$ cat config.mk
export PLATFORM = sky130hd
export DESIGN_NAME = prop_sequencer
export DESIGN_NICKNAME = d
export VERILOG_FILES = /design/src/rtl/bitnet_pkg.sv /design/src/rtl/lfsr16.sv /design/src/rtl/prop_sequencer.sv
export SDC_FILE = /design/constraint.sdc
export NUM_CORES = 1
export LEC_CHECK = 0
export ABC_AREA = 1
export ABC_CLOCK_PERIOD_IN_PS = 2500
export BUFFER_PORTS_ARGS = -buffer_cell sky130_fd_sc_hd__buf_2
export CORE_MARGIN = 1
export CORE_UTILIZATION = 45
export DETAILED_ROUTE_END_ITERATION = 7
export PLACE_DENSITY = 0.59
export SETUP_SLACK_MARGIN = 0.15
export SLEW_MARGIN = 0
export SYNTH_ARGS = -nofsm -noshare
export SYNTH_HDL_FRONTEND = slang
export SYNTH_SLANG_ARGS = --single-unit
$ cat constraint.sdc
create_clock -name clk_in -period 2.5 [get_ports clk_in]
set_input_delay 0 -clock clk_in [delete_from_list [all_inputs] [get_ports clk_in]]
set_output_delay 0 -clock clk_in [all_outputs]
set_load 0.01 [all_outputs]
$ cat src/rtl/bitnet_pkg.sv
// Shared types and constants for the perceptron array control path.
package bitnet_pkg;

  localparam int unsigned LFSR_W = 16;

  // Galois feedback mask for x^16 + x^14 + x^13 + x^11 + 1 (right-shifting form).
  localparam logic [LFSR_W-1:0] LFSR_TAPS = 16'hB400;

  typedef enum logic [2:0] {
    IDLE = 3'd0,
    LOAD = 3'd1,
    FWD  = 3'd2,
    BWD  = 3'd3,
    DONE = 3'd4
  } seq_state_t;

  // One Galois step: shift right, fold the dropped bit back in at the taps.
  function automatic logic [LFSR_W-1:0] lfsr_next(input logic [LFSR_W-1:0] cur);
    lfsr_next = {1'b0, cur[LFSR_W-1:1]} ^ (cur[0] ? LFSR_TAPS : '0);
  endfunction

endpackage

$ cat src/rtl/lfsr16.sv
// 16-bit Galois LFSR that advances only when step is asserted.
module lfsr16
  import bitnet_pkg::*;
#(
  parameter logic [LFSR_W-1:0] SEED = 16'hACE1
) (
  input  logic              clk_in,
  input  logic              rst_in,
  input  logic              step,
  output logic [LFSR_W-1:0] state
);

  // Hold the seed under reset, advance one step per enable.
  always_ff @(posedge clk_in or posedge rst_in) begin
    if (rst_in) begin
      state <= SEED;
    end else if (step) begin
      state <= lfsr_next(state);
    end
  end

endmodule

$ cat src/rtl/prop_sequencer.sv
// Sequences sample fetch and forward/backward propagation strobes for the unit array.
module prop_sequencer
  import bitnet_pkg::*;
#(
  parameter int unsigned       DEPTH       = 4,
  parameter int unsigned       NUM_SAMPLES = 16,
  parameter logic [LFSR_W-1:0] LFSR_SEED   = 16'hACE1
) (
  input  logic clk_in,
  input  logic rst_in,
  input  logic start,
  input  logic train,
  input  logic abort,
  input  logic sample_valid,
  output logic sample_req,
  output logic fd_prop,
  output logic bk_prop,
  output logic oscillator,
  output logic busy,
  output logic done
);

  localparam int unsigned LAYER_W  = $clog2(DEPTH + 1);
  localparam int unsigned SAMPLE_W = $clog2(NUM_SAMPLES + 1);

  seq_state_t          state_q;
  seq_state_t          state_d;
  logic [LAYER_W-1:0]  layer_cnt;
  logic [SAMPLE_W-1:0] sample_cnt;
  logic                mode_train;
  logic                lfsr_step;
  logic                sample_adv;
  logic                layer_last;
  logic                sample_last;
  logic [LFSR_W-1:0]   lfsr_state;

  assign layer_last  = (layer_cnt == LAYER_W'(DEPTH - 1));
  assign sample_last = (sample_cnt == SAMPLE_W'(NUM_SAMPLES - 1));

  lfsr16 #(
    .SEED (LFSR_SEED)
  ) u_lfsr (
    .clk_in (clk_in),
    .rst_in (rst_in),
    .step   (lfsr_step),
    .state  (lfsr_state)
  );

  // The oscillator is the LFSR MSB, which only moves at a sample handshake.
  assign oscillator = lfsr_state[LFSR_W-1];

  // Next-state decode; abort overrides every transition outside IDLE.
  always_comb begin
    state_d    = state_q;
    lfsr_step  = 1'b0;
    sample_adv = 1'b0;
    case (state_q)
      IDLE: begin
        if (start) state_d = LOAD;
      end
      LOAD: begin
        if (sample_valid) begin
          state_d   = FWD;
          lfsr_step = 1'b1;
        end
      end
      FWD: begin
        if (layer_last) begin
          if (mode_train) begin
            state_d = BWD;
          end else if (sample_last) begin
            state_d = DONE;
          end else begin
            state_d    = LOAD;
            sample_adv = 1'b1;
          end
        end
      end
      BWD: begin
        if (layer_last) begin
          if (sample_last) begin
            state_d = DONE;
          end else begin
            state_d    = LOAD;
            sample_adv = 1'b1;
          end
        end
      end
      DONE: begin
        state_d = IDLE;
      end
      default: begin
        state_d = IDLE;
      end
    endcase
    if (abort && (state_q != IDLE)) begin
      state_d    = IDLE;
      lfsr_step  = 1'b0;
      sample_adv = 1'b0;
    end
  end

  // State register with outputs registered from the next-state decode.
  always_ff @(posedge clk_in or posedge rst_in) begin
    if (rst_in) begin
      state_q    <= IDLE;
      sample_req <= 1'b0;
      fd_prop    <= 1'b0;
      bk_prop    <= 1'b0;
      busy       <= 1'b0;
      done       <= 1'b0;
    end else begin
      state_q    <= state_d;
      sample_req <= (state_d == LOAD);
      fd_prop    <= (state_d == FWD);
      bk_prop    <= (state_d == BWD);
      busy       <= (state_d != IDLE);
      done       <= (state_d == DONE);
    end
  end

  // Layer/sample counters and the train-mode latch.
  always_ff @(posedge clk_in or posedge rst_in) begin
    if (rst_in) begin
      layer_cnt  <= '0;
      sample_cnt <= '0;
      mode_train <= 1'b0;
    end else begin
      if (state_q == IDLE) begin
        sample_cnt <= '0;
        mode_train <= train;
      end else if (sample_adv) begin
        sample_cnt <= sample_cnt + SAMPLE_W'(1);
      end
      if (((state_q == FWD) || (state_q == BWD)) && !layer_last && !abort) begin
        layer_cnt <= layer_cnt + LAYER_W'(1);
      end else begin
        layer_cnt <= '0;
      end
    end
  end

  // A nonzero-seeded Galois LFSR can never reach the all-zero lockup state.
  assert property (@(posedge clk_in) disable iff (rst_in) lfsr_state != '0);

endmodule

* Yosys cells after proc, flatten, opt, wreduce, memory -nomap -nowiden
Cells that the tools add are included.
** Cells by class
- Equality and inequality tests :: 9
- Bitwise logic cells :: 1
- Add/sub/neg operators :: 2
- Muxes and demuxes :: 21
- Reductions and logical operators :: 10
** Operators by type and width (number)
- $mux 3 :: 8
- $mux 16 :: 1
- $xor 15x16->16 :: 1
- $eq 3x2->1 const B :: 5
- $pmux 3 s4 :: 1
- $mux 5 :: 2
- $mux 1 :: 8
- $eq 3x1->1 const B :: 2
- $reduce_bool 3->1 :: 2
- $add 5x1->5 const B :: 1
- $eq 5x4->1 const B :: 1
- $add 3x1->3 const B :: 1
- $eq 3x3->1 const B :: 1
- $logic_and 1x1->1 :: 3
- $logic_not 3->1 :: 1
- $logic_not 1->1 :: 2
- $pmux 1 s2 :: 1
- $reduce_bool 2->1 :: 1
- $logic_or 1x1->1 :: 1
** Word-level totals
- Flip-flop bits (word level) :: 33
- Logic and storage cells :: 53
- Output and inout bits :: 6

* Depth between registers and ports, before layout
Gate-level depths: netlist of run 1.
- Word-level depth :: 8
- Depth in mapped cells :: 10
- Gate-level depth less buffers :: 10

* Modules after synthesis
A second synthesis of run 1 with hierarchy kept.
** Unflattened totals
- Cell total of the unflattened synthesis :: 180
- Area, all modules :: 1617.8 µm²
** Modules (own cells, without submodules)
- prop_sequencer :: cells each 109, area each 933.4 µm², sequential area each 425.4 µm², times used 1
- lfsr16 :: cells each 71, area each 684.4 µm², sequential area each 410.4 µm², times used 1

* Worst setup path after synthesis of run 1
Ideal clock, no wire load.
- Kind :: register to register
- From :: register sample_cnt[0]
- To :: register sample_cnt[4]
- Setup slack :: 0.771 ns
- Data arrival time :: 1.603 ns
- Stages on the path, launching flop included :: 8
- Period minus slack after synthesis :: 1.729 ns
- Setup time :: 0.126 ns
- Cell sequence :: dfrtp_1 > ha_1 > and3_1 > ha_1 > nor3_1 > nand2_1 > nand3_1 > o21ai_0
** Between the ends
- Longest elaborated chain between the ends :: 7
- Elaborated cells on any way between the ends :: 11
- Classes of those cells :: add/sub: 1; eq/ne: 1; mux: 8; reduce/logical: 1
** Ends and longest elaborated chain
- start: declaration :: line prop_sequencer.sv:29 : logic [SAMPLE_W-1:0] sample_cnt;
- start signal: assignment :: line prop_sequencer.sv:133 : sample_cnt <= sample_cnt + SAMPLE_W'(1);
- $eq 5x4->1 :: line prop_sequencer.sv:38 : assign sample_last = (sample_cnt == SAMPLE_W'(NUM_SAMPLES - 1));
- $mux 1 :: line prop_sequencer.sv:71, prop_sequencer.sv:81
- $mux 1 :: line prop_sequencer.sv:69 : if (mode_train) begin
- $mux 1 :: line prop_sequencer.sv:68 : if (layer_last) begin
- $pmux 1 s2 :: line prop_sequencer.sv:57 : case (state_q)
- $mux 1 :: line prop_sequencer.sv:96 : if (abort && (state_q != IDLE)) begin
- $reduce_bool 2->1 (no line)
Several ways; a longest one is shown, not always the timed one. The select of a mux whose other input is x is not followed.
A chain may end at the register's enable or synchronous reset.

* Final worst setup path of run 1
- From :: register sample_cnt[0]
- To :: register sample_cnt[2]
Same word-level chain as after synthesis.

==> key figures, run 1 <==
Setup path
  – Data arrival time of the worst path: 2.19 ns
  – Count of cells along the worst register-to-register path: 8
  – CP top delay family: simple AND/OR/NAND/NOR gates
  – Count of buffering cells on the critical path with inverters included: 0
  – Launching instance or port of the critical path: sample_cnt[0]
  – Crit-path cells: ha_1, and3_1, ha_1, nor3_1, nand2_1, nand2_1, nand3_1, nand2_1
  – Cell repeated most along the worst path: nand2_1
  – Type of element launching the critical path: register
  – Worst-path cell with the longest stage delay: dfrtp_1
  – Delay of the slowest critical-path stage: 0.42 ns
  – Worst Path Max Fanout: 6
  – Reg2reg start: sample_cnt[0]
  – Total number of cells along the worst setup path: 8
  – Crit path kind: reg -> reg
  – Nature of the critical path endpoint: register
  – Critical path data required time: 2.77 ns

Synth
  – Number of unique standard cell types used by synthesis: 24
  – Count of synthesis-stage warnings from yosys: 0
  – Post-synthesis sequential element count: 33
  – Main combinational cell family by area after synthesis: simple AND/OR/NAND/NOR gates
  – Sequential fraction of the synthesis area: 0.535
  – Post-synth EDFFs: 0
  – Summed instance area of the synthesized netlist: roughly 0.0016 mm²
  – Most used DFF post-synth: dfrtp_1
  – Number of nets produced by synthesis: 189
  – Share of flip-flops with an asynchronous set or reset: 1.00
  – Cell types occupying the most area after synthesis: dfrtp_1, dfstp_2, nand2_1
  – Cells after Synth: 178
  – Cell taking the most area after synthesis: dfrtp_1
  – Area share of xor/xnor cells in the synthesized design: 0.0224
  – Fraction of the mapped netlist area in compound gates: 0.0673
  – Share of synthesized cell area in full adder, half adder and majority cells: 0.0400
  – Mean post-synth cell area: 8.78 µm²
  – Multiplexer fraction of the synthesized cell area: 0
  – Portion of synthesized cell area occupied by the leading cell type: 0.400
  – Simple-gate share of the synthesized area: 0.260

Floorplanning
  – Die Ht: around 61 µm
  – Count of pins on the block boundary: 12
  – Cell Rows: 21
  – Std-Cell Core Area: about 0.0033 mm²
  – Starting Density: 0.468
  – DIE WIDTH: 60.9 µm
  – Area of the die: 0.00371 mm²

Clocking
  – Cell at the root of the clock tree: clkbuf_4
  – Max Root-Sink Buffers: 2
  – Total CTS buffers: 5
  – Number of sinks driven by the clock tree: 33
  – Clock-pin slew on the worst setup and hold paths: 0.10 ns
  – Clock tree from TritonCTS: built
  – Post-CTS Resized: 0
  – Latest clock arrival within the worst-skew pair: 0.33 ns
  – Total number of H-tree levels: 2
  – Hold_buf cts: 3
  – Postcts setup bufs: 0

Cells and area
  – Leading cell types in the layout, fill and taps excluded: nand2_1, dfrtp_1, inv_1
  – Area grow syn2layout: 12.3%
  – Final net count: 209
  – Final Instance Count excl. Fillers: 245
  – Util after Layout: 0.526
  – Most common cell after layout, fill and taps aside: nand2_1
  – Multi-input combinational cell area: 609 µm²
  – Fraction of final layout cells with drive strength greater than 1: 0.196
  – Fill cell total of the finished layout: 317
  – Antenna diode count: 0
  – Area of all placed cells without fillers: 0.00176 mm²
  – Register area: 836 µm²

STA
  – Fin crit period: 1.92 ns
  – Fmax: 521 MHz
  – Sum of negative setup slack: 0 ns
  – RSZ-0062 raised after global routing: false
  – Setup WS post-layout: 0.582 ns
  – Final period util: 0.767
  – Hold violation count in the final report: 0
  – Clk_skew: 0.00827 ns
  – Smallest hold slack: 0.0803 ns
  – Worst slew slack as a fraction of its limit: 0.276
  – Final setup fails: 0
  – Worst-Margin Slew: 1.08 ns
  – Max-slew violation count: 0

Place
  – Instance area after placement: 0.00167 mm²
  – Pre-CTS setup slack: 0.605 ns
  – Half-perimeter wire length after detailed placement: 1.83 mm
  – GPL Wtd Cong: 0.861
  – Total instance count after detailed placement: 234
  – Port Buffers: 11

Outcome
  – Run status: finished clean

Route
  – Total iterations of the first detailed-routing run: 4
  – Routed wire length: 2.59 mm
  – Post-detailed-route DRC marker count: 0
  – Total via count in the routed design: 1143
  – Iteration-0 DRC count of the detailed router: 28
  – DR WL/cell: 10.6 µm
  – Average vias per placed instance: 4.67
  – Remaining antenna violation count: 0

Min path
  – Hold path depth: 5
  – Class of the most critical hold timing path: in -> reg
  – Min-delay src: sample_valid

GRT
  – First-pass GRT wire length: about 4.3 mm
  – Via count of the first global-routing pass: 972
  – Largest net degree at the start of global routing: 31
  – Antenna violations before repair: 0
  – GRT Residual Overflow: 0
  – All-layer global routing usage: 0.161

Power
  – P_leak: approximately 0.94 nW
  – Pwr Density: roughly 950 mW/mm²
  – Total power: 1.67 mW
  – Worst IR drop on VDD: between 0.3 and 0.4 mV

Run
  – Max-cap violations: 0
## worst register-to-register path, cell delays in order (launching register included)
cell     delay, ns
dfrtp_1       0.42
ha_1          0.23
and3_1        0.20
ha_1          0.19
nor3_1        0.36
nand2_1       0.22
nand2_1       0.12
nand3_1       0.07
nand2_1       0.06
## report_power, final
part | total (mW) | internal (mW) | switching, mW | leakage, nW
combinational | 0.524 | 0.189 | 0.335 | 0.486
sequential | 0.837 | 0.729 | 0.109 | 0.417
clock | 0.307 | 0.139 | 0.169 | 0.0326
total | 1.67 | 1.06 | 0.613 | 0.936
## worst paths after layout
kind                                    to  slack, ns
setup reg to reg             sample_cnt[2]       0.58
hold reg to reg               layer_cnt[0]       0.43
max in group asynchronous  u_lfsr.state[6]       1.26
hold / removal             u_lfsr.state[6]       0.08
setup / recovery             sample_cnt[2]       0.58
min in group asynchronous             done       0.48
## metal layers
layer | up-vias | track usage | share of wire
met5 | - | 0 | 0
met4 | 0 | 0.0974 | 0.024
met3 | 8 | 0.0384 | 0.036
met2 | 25 | 0.237 | 0.43
met1 | 510 | 0.216 | 0.51
li1 | 600 | - | -
## flip-flops by register name (all words and copies together), names as in the netlist
signal and cells:
layer_cnt 3, u_lfsr.state 16, done 1, busy 1, bk_prop 1, state_q 3
mode_train 1, fd_prop 1, sample_req 1, sample_cnt 5
## cell families (layout without fill, tap and decap cells)
logic type	after synthesis	after routing
xor+xnor	4	4
simple gates	90	90
fa+ha+maj	5	5
compound gates	18	18
flops	33	33
buf+inv	28	49
## cell usage after synthesis, types with 2 or more instances
library cell  count
nand2_4           2
nand3_1          15
dfrtp_1          25
o21ai_0          10
inv_2             3
nand2_1          49
nor2_1           15
nand4_1           3
inv_1            22
xor2_1            2
xnor2_1           2
nor2_4            2
ha_1              5
o21ai_2           3
dfstp_2           8
a21oi_1           4
## final cells by class
class	instances	share of cell area
clock buffer	8	0.0335
tap	46	0.0328
sequential	33	0.476
multi-input combinational	117	0.347
inverter	25	0.0535
timing repair buffer	16	0.0570
No activity file was read; power rests on OpenSTA's default activity.
==> run 2: changes to the inputs <==
--- a/config.mk
+++ b/config.mk
@@ -6,7 +6,7 @@
 export NUM_CORES = 1
 export LEC_CHECK = 0
 export ABC_AREA = 1
-export ABC_CLOCK_PERIOD_IN_PS = 2500
+export ABC_CLOCK_PERIOD_IN_PS = 1900
 export BUFFER_PORTS_ARGS = -buffer_cell sky130_fd_sc_hd__buf_2
 export CORE_MARGIN = 1
 export CORE_UTILIZATION = 45
==> constraint.sdc (replaced) <==
create_clock -name clk_in -period 1.9 [get_ports clk_in]
set_input_delay 0 -clock clk_in [delete_from_list [all_inputs] [get_ports clk_in]]
set_output_delay 0 -clock clk_in [all_outputs]
set_load 0.01 [all_outputs]
==> run 2 against run 1 <==
Final cell count rose by 0.41%. Register-to-register slack worse by 0.35 ns. Wire length rose by 5.1%. Combinational power up 37%. Via count rose by 2.4%. Largest cell class unchanged.
==> key figures, run 2 (synthesis results as in run 1) <==
STA
  – Fmax: 599 MHz (+15%)
  – Final period util: 0.878 (+0.111)
  – Max-slew violation count: 0 (unchanged)
  – Clk_skew: 0.00636 ns (-0.00192 ns)
  – RSZ-0062 raised after global routing: false
  – Sum of negative setup slack: 0 ns (unchanged)
  – Final setup fails: 0 (unchanged)
  – Worst slew slack as a fraction of its limit: 0.732 (+0.455)
  – Worst-Margin Slew: 0.402 ns (-0.682 ns)
  – Hold violation count in the final report: 0 (unchanged)
  – Fin crit period: 1.67 ns (-0.250 ns)

Floorplanning
  – DIE WIDTH: 60.9 µm (unchanged)
  – Die Ht: 60.9 µm (unchanged)
  – Count of pins on the block boundary: 12 (unchanged)
  – Std-Cell Core Area: 0.00334 mm² (unchanged)
  – Cell Rows: 21 (unchanged)
  – Area of the die: 0.00371 mm² (unchanged)
  – Starting Density: 0.468 (unchanged)

Cells and area
  – Most common cell after layout, fill and taps aside: nand2_1
  – Fill cell total of the finished layout: 326 (+2.8%)
  – Top flop regs: u_lfsr.state: 16 flops, sample_cnt: 5 flops
  – Area grow syn2layout: 15.9%
  – Top register by number of flip-flops: u_lfsr.state
  – Max reg flops: 16 (unchanged)
  – Final net count: 210 (+0.48%)
  – Leading cell types in the layout, fill and taps excluded: nand2_1, dfrtp_1, inv_1
  – Fraction of final layout cells with drive strength greater than 1: 0.245 (+0.0490)
  – Final Instance Count excl. Fillers: 246 (+0.41%)
  – Antenna diode count: 0 (unchanged)

GRT
  – First-pass GRT wire length: 4.66 mm (+9.6%)
  – Antenna violations before repair: 0 (unchanged)
  – Via count of the first global-routing pass: 1071 (+10%)
  – All-layer global routing usage: 0.176 (+0.0143)
  – GRT Residual Overflow: 0 (unchanged)
  – Largest net degree at the start of global routing: 34 (+9.7%)

Setup path
  – Nature of the critical path endpoint: register
  – Worst-path cell with the longest stage delay: dfrtp_1
  – Worst Path Max Fanout: 3 (-3)
  – Count of buffering cells on the critical path with inverters included: 1 (+1)
  – Type of element launching the critical path: register
  – Delay of the slowest critical-path stage: 0.41 ns (about the same)
  – Crit path kind: reg -> reg
  – Critical path data required time: 2.13 ns (-0.64 ns)
  – Data arrival time of the worst path: 1.90 ns (-0.29 ns)
  – Crit-path cells: ha_2, and3_4, ha_2, nor3_2, buf_4, nand3_1, nand2_1, nor2_1
  – Cell repeated most along the worst path: ha_2
  – CP top delay family: simple AND/OR/NAND/NOR gates

Route
  – Total iterations of the first detailed-routing run: 4 (unchanged)
  – Iteration-0 DRC count of the detailed router: 62 (+120%)
  – Routed wire length: 2.72 mm (+5.1%)
  – DR WL/cell: 11.0 µm (+4.6%)
  – Total via count in the routed design: 1170 (+2.4%)
  – Post-detailed-route DRC marker count: 0 (unchanged)
  – Remaining antenna violation count: 0 (unchanged)
  – Average vias per placed instance: 4.76 (+1.9%)

Clocking
  – Total number of H-tree levels: 2 (unchanged)
  – Total CTS buffers: 5 (unchanged)
  – Max Root-Sink Buffers: 2 (unchanged)
  – Latest clock arrival within the worst-skew pair: 0.33 ns (about the same)
  – Number of sinks driven by the clock tree: 33 (unchanged)
  – Clock tree from TritonCTS: built
  – Clock-pin slew on the worst setup and hold paths: 0.10 ns (about the same)
  – Cell at the root of the clock tree: clkbuf_4

Outcome
  – Run status: finished clean

Power
  – Pwr Density: 1300 mW/mm² (+37%)
  – Worst IR drop on VDD: 0.584 mV (+74%)
  – P_leak: 0.953 nW (+1.8%)

Place
  – GPL Wtd Cong: 0.839 (-2.5%)
  – Total instance count after detailed placement: 235 (+0.43%)
  – Half-perimeter wire length after detailed placement: 1.87 mm (+2.1%)
  – Port Buffers: 11 (unchanged)

Min path
  – Class of the most critical hold timing path: in -> reg

Run
  – Max-cap violations: 0 (unchanged)
[run 2: cell count changes in the layout (fill, tap and decap cells not counted), sizes merged]
cell / before / now
bufinv: 0 / 1
buf: 13 / 15
clkbuf: 8 / 7
dlygate4sd3: 3 / 2
[run 2: cell type report]
type / instances / area [µm²] / area share
multi-input combinational: 117 / 633 / 0.350
inverter: 25 / 93.8 / 0.0518
clock inverter: 1 / 30.0 / 0.0166
timing repair buffer: 17 / 105 / 0.0581
tap: 46 / 57.6 / 0.0318
sequential: 33 / 836 / 0.462
clock buffer: 7 / 55.1 / 0.0304
[run 2: timing repair]
action	4_1_cts	5_1_grt
endpoints found under the hold margin	26	0
hold buffers	2	0
buffers inserted	0	1
endpoints found under the setup margin	6	11
pin swaps	0	2
gates resized for setup	2	6
[run 2: path summary, 6_finish.rpt]
path                                    to  cells after the start          start  slack (ns)
setup / recovery             sample_cnt[0]                      8  sample_cnt[0]        0.23
hold / removal                        done                      4          abort        0.03
setup reg to reg             sample_cnt[0]                      8  sample_cnt[0]        0.23
hold reg to reg               layer_cnt[0]                      1   layer_cnt[0]        0.44
max in group asynchronous  u_lfsr.state[5]                      4         rst_in        1.29
min in group asynchronous       state_q[0]                      4         rst_in        0.28
[run 2: metal layers]
| layer | GRT usage | part of all wire | vias up | wire [µm] |
|---|---|---|---|---|
| li1 | - | - | 603 | - |
| met1 | 0.228 | 0.49 | 538 | 1340 |
| met2 | 0.264 | 0.44 | 24 | 1210 |
| met3 | 0.0576 | 0.041 | 5 | 111 |
| met4 | 0.0877 | 0.022 | 0 | 59 |
| met5 | 0 | 0 | - | 0 |
[run 2: where the power goes]
| group | switching [mW] | total, mW | internal, mW |
|---|---|---|---|
| clock network | 0.231 | 0.545 | 0.314 |
| logic | 0.462 | 0.720 | 0.258 |
| registers | 0.137 | 1.10 | 0.958 |
| total | 0.830 | 2.36 | 1.53 |
[run 2: through the flow]
| stage | power, mW | hold WS [ns] | worst slack (ns) | utilization | cell area, µm² |
|---|---|---|---|---|---|
| 5_1_grt | 2.54 | 0.0409 | 0.149 | 0.543 | 1810 |
| 4_1_cts | 2.38 | 0.00455 | 0.148 | 0.535 | 1780 |
| 3_5_place_dp | 1.81 | 0.111 | 0.120 | 0.502 | 1670 |
| 6_report | 2.36 | 0.0263 | 0.232 | 0.543 | 1810 |
| 3_3_place_gp | 1.79 | 0.0966 | 0.166 | 0.502 | 1670 |
| 2_1_floorplan | 1.64 | 0.123 | 0.171 | - | 1560 |
[run 2: worst min-delay path, delay by kind of cell]
kind | cells | cell delay, ns
buffers and inverters | 2 | 0.17
AND/OR/NAND/NOR | 2 | 0.16
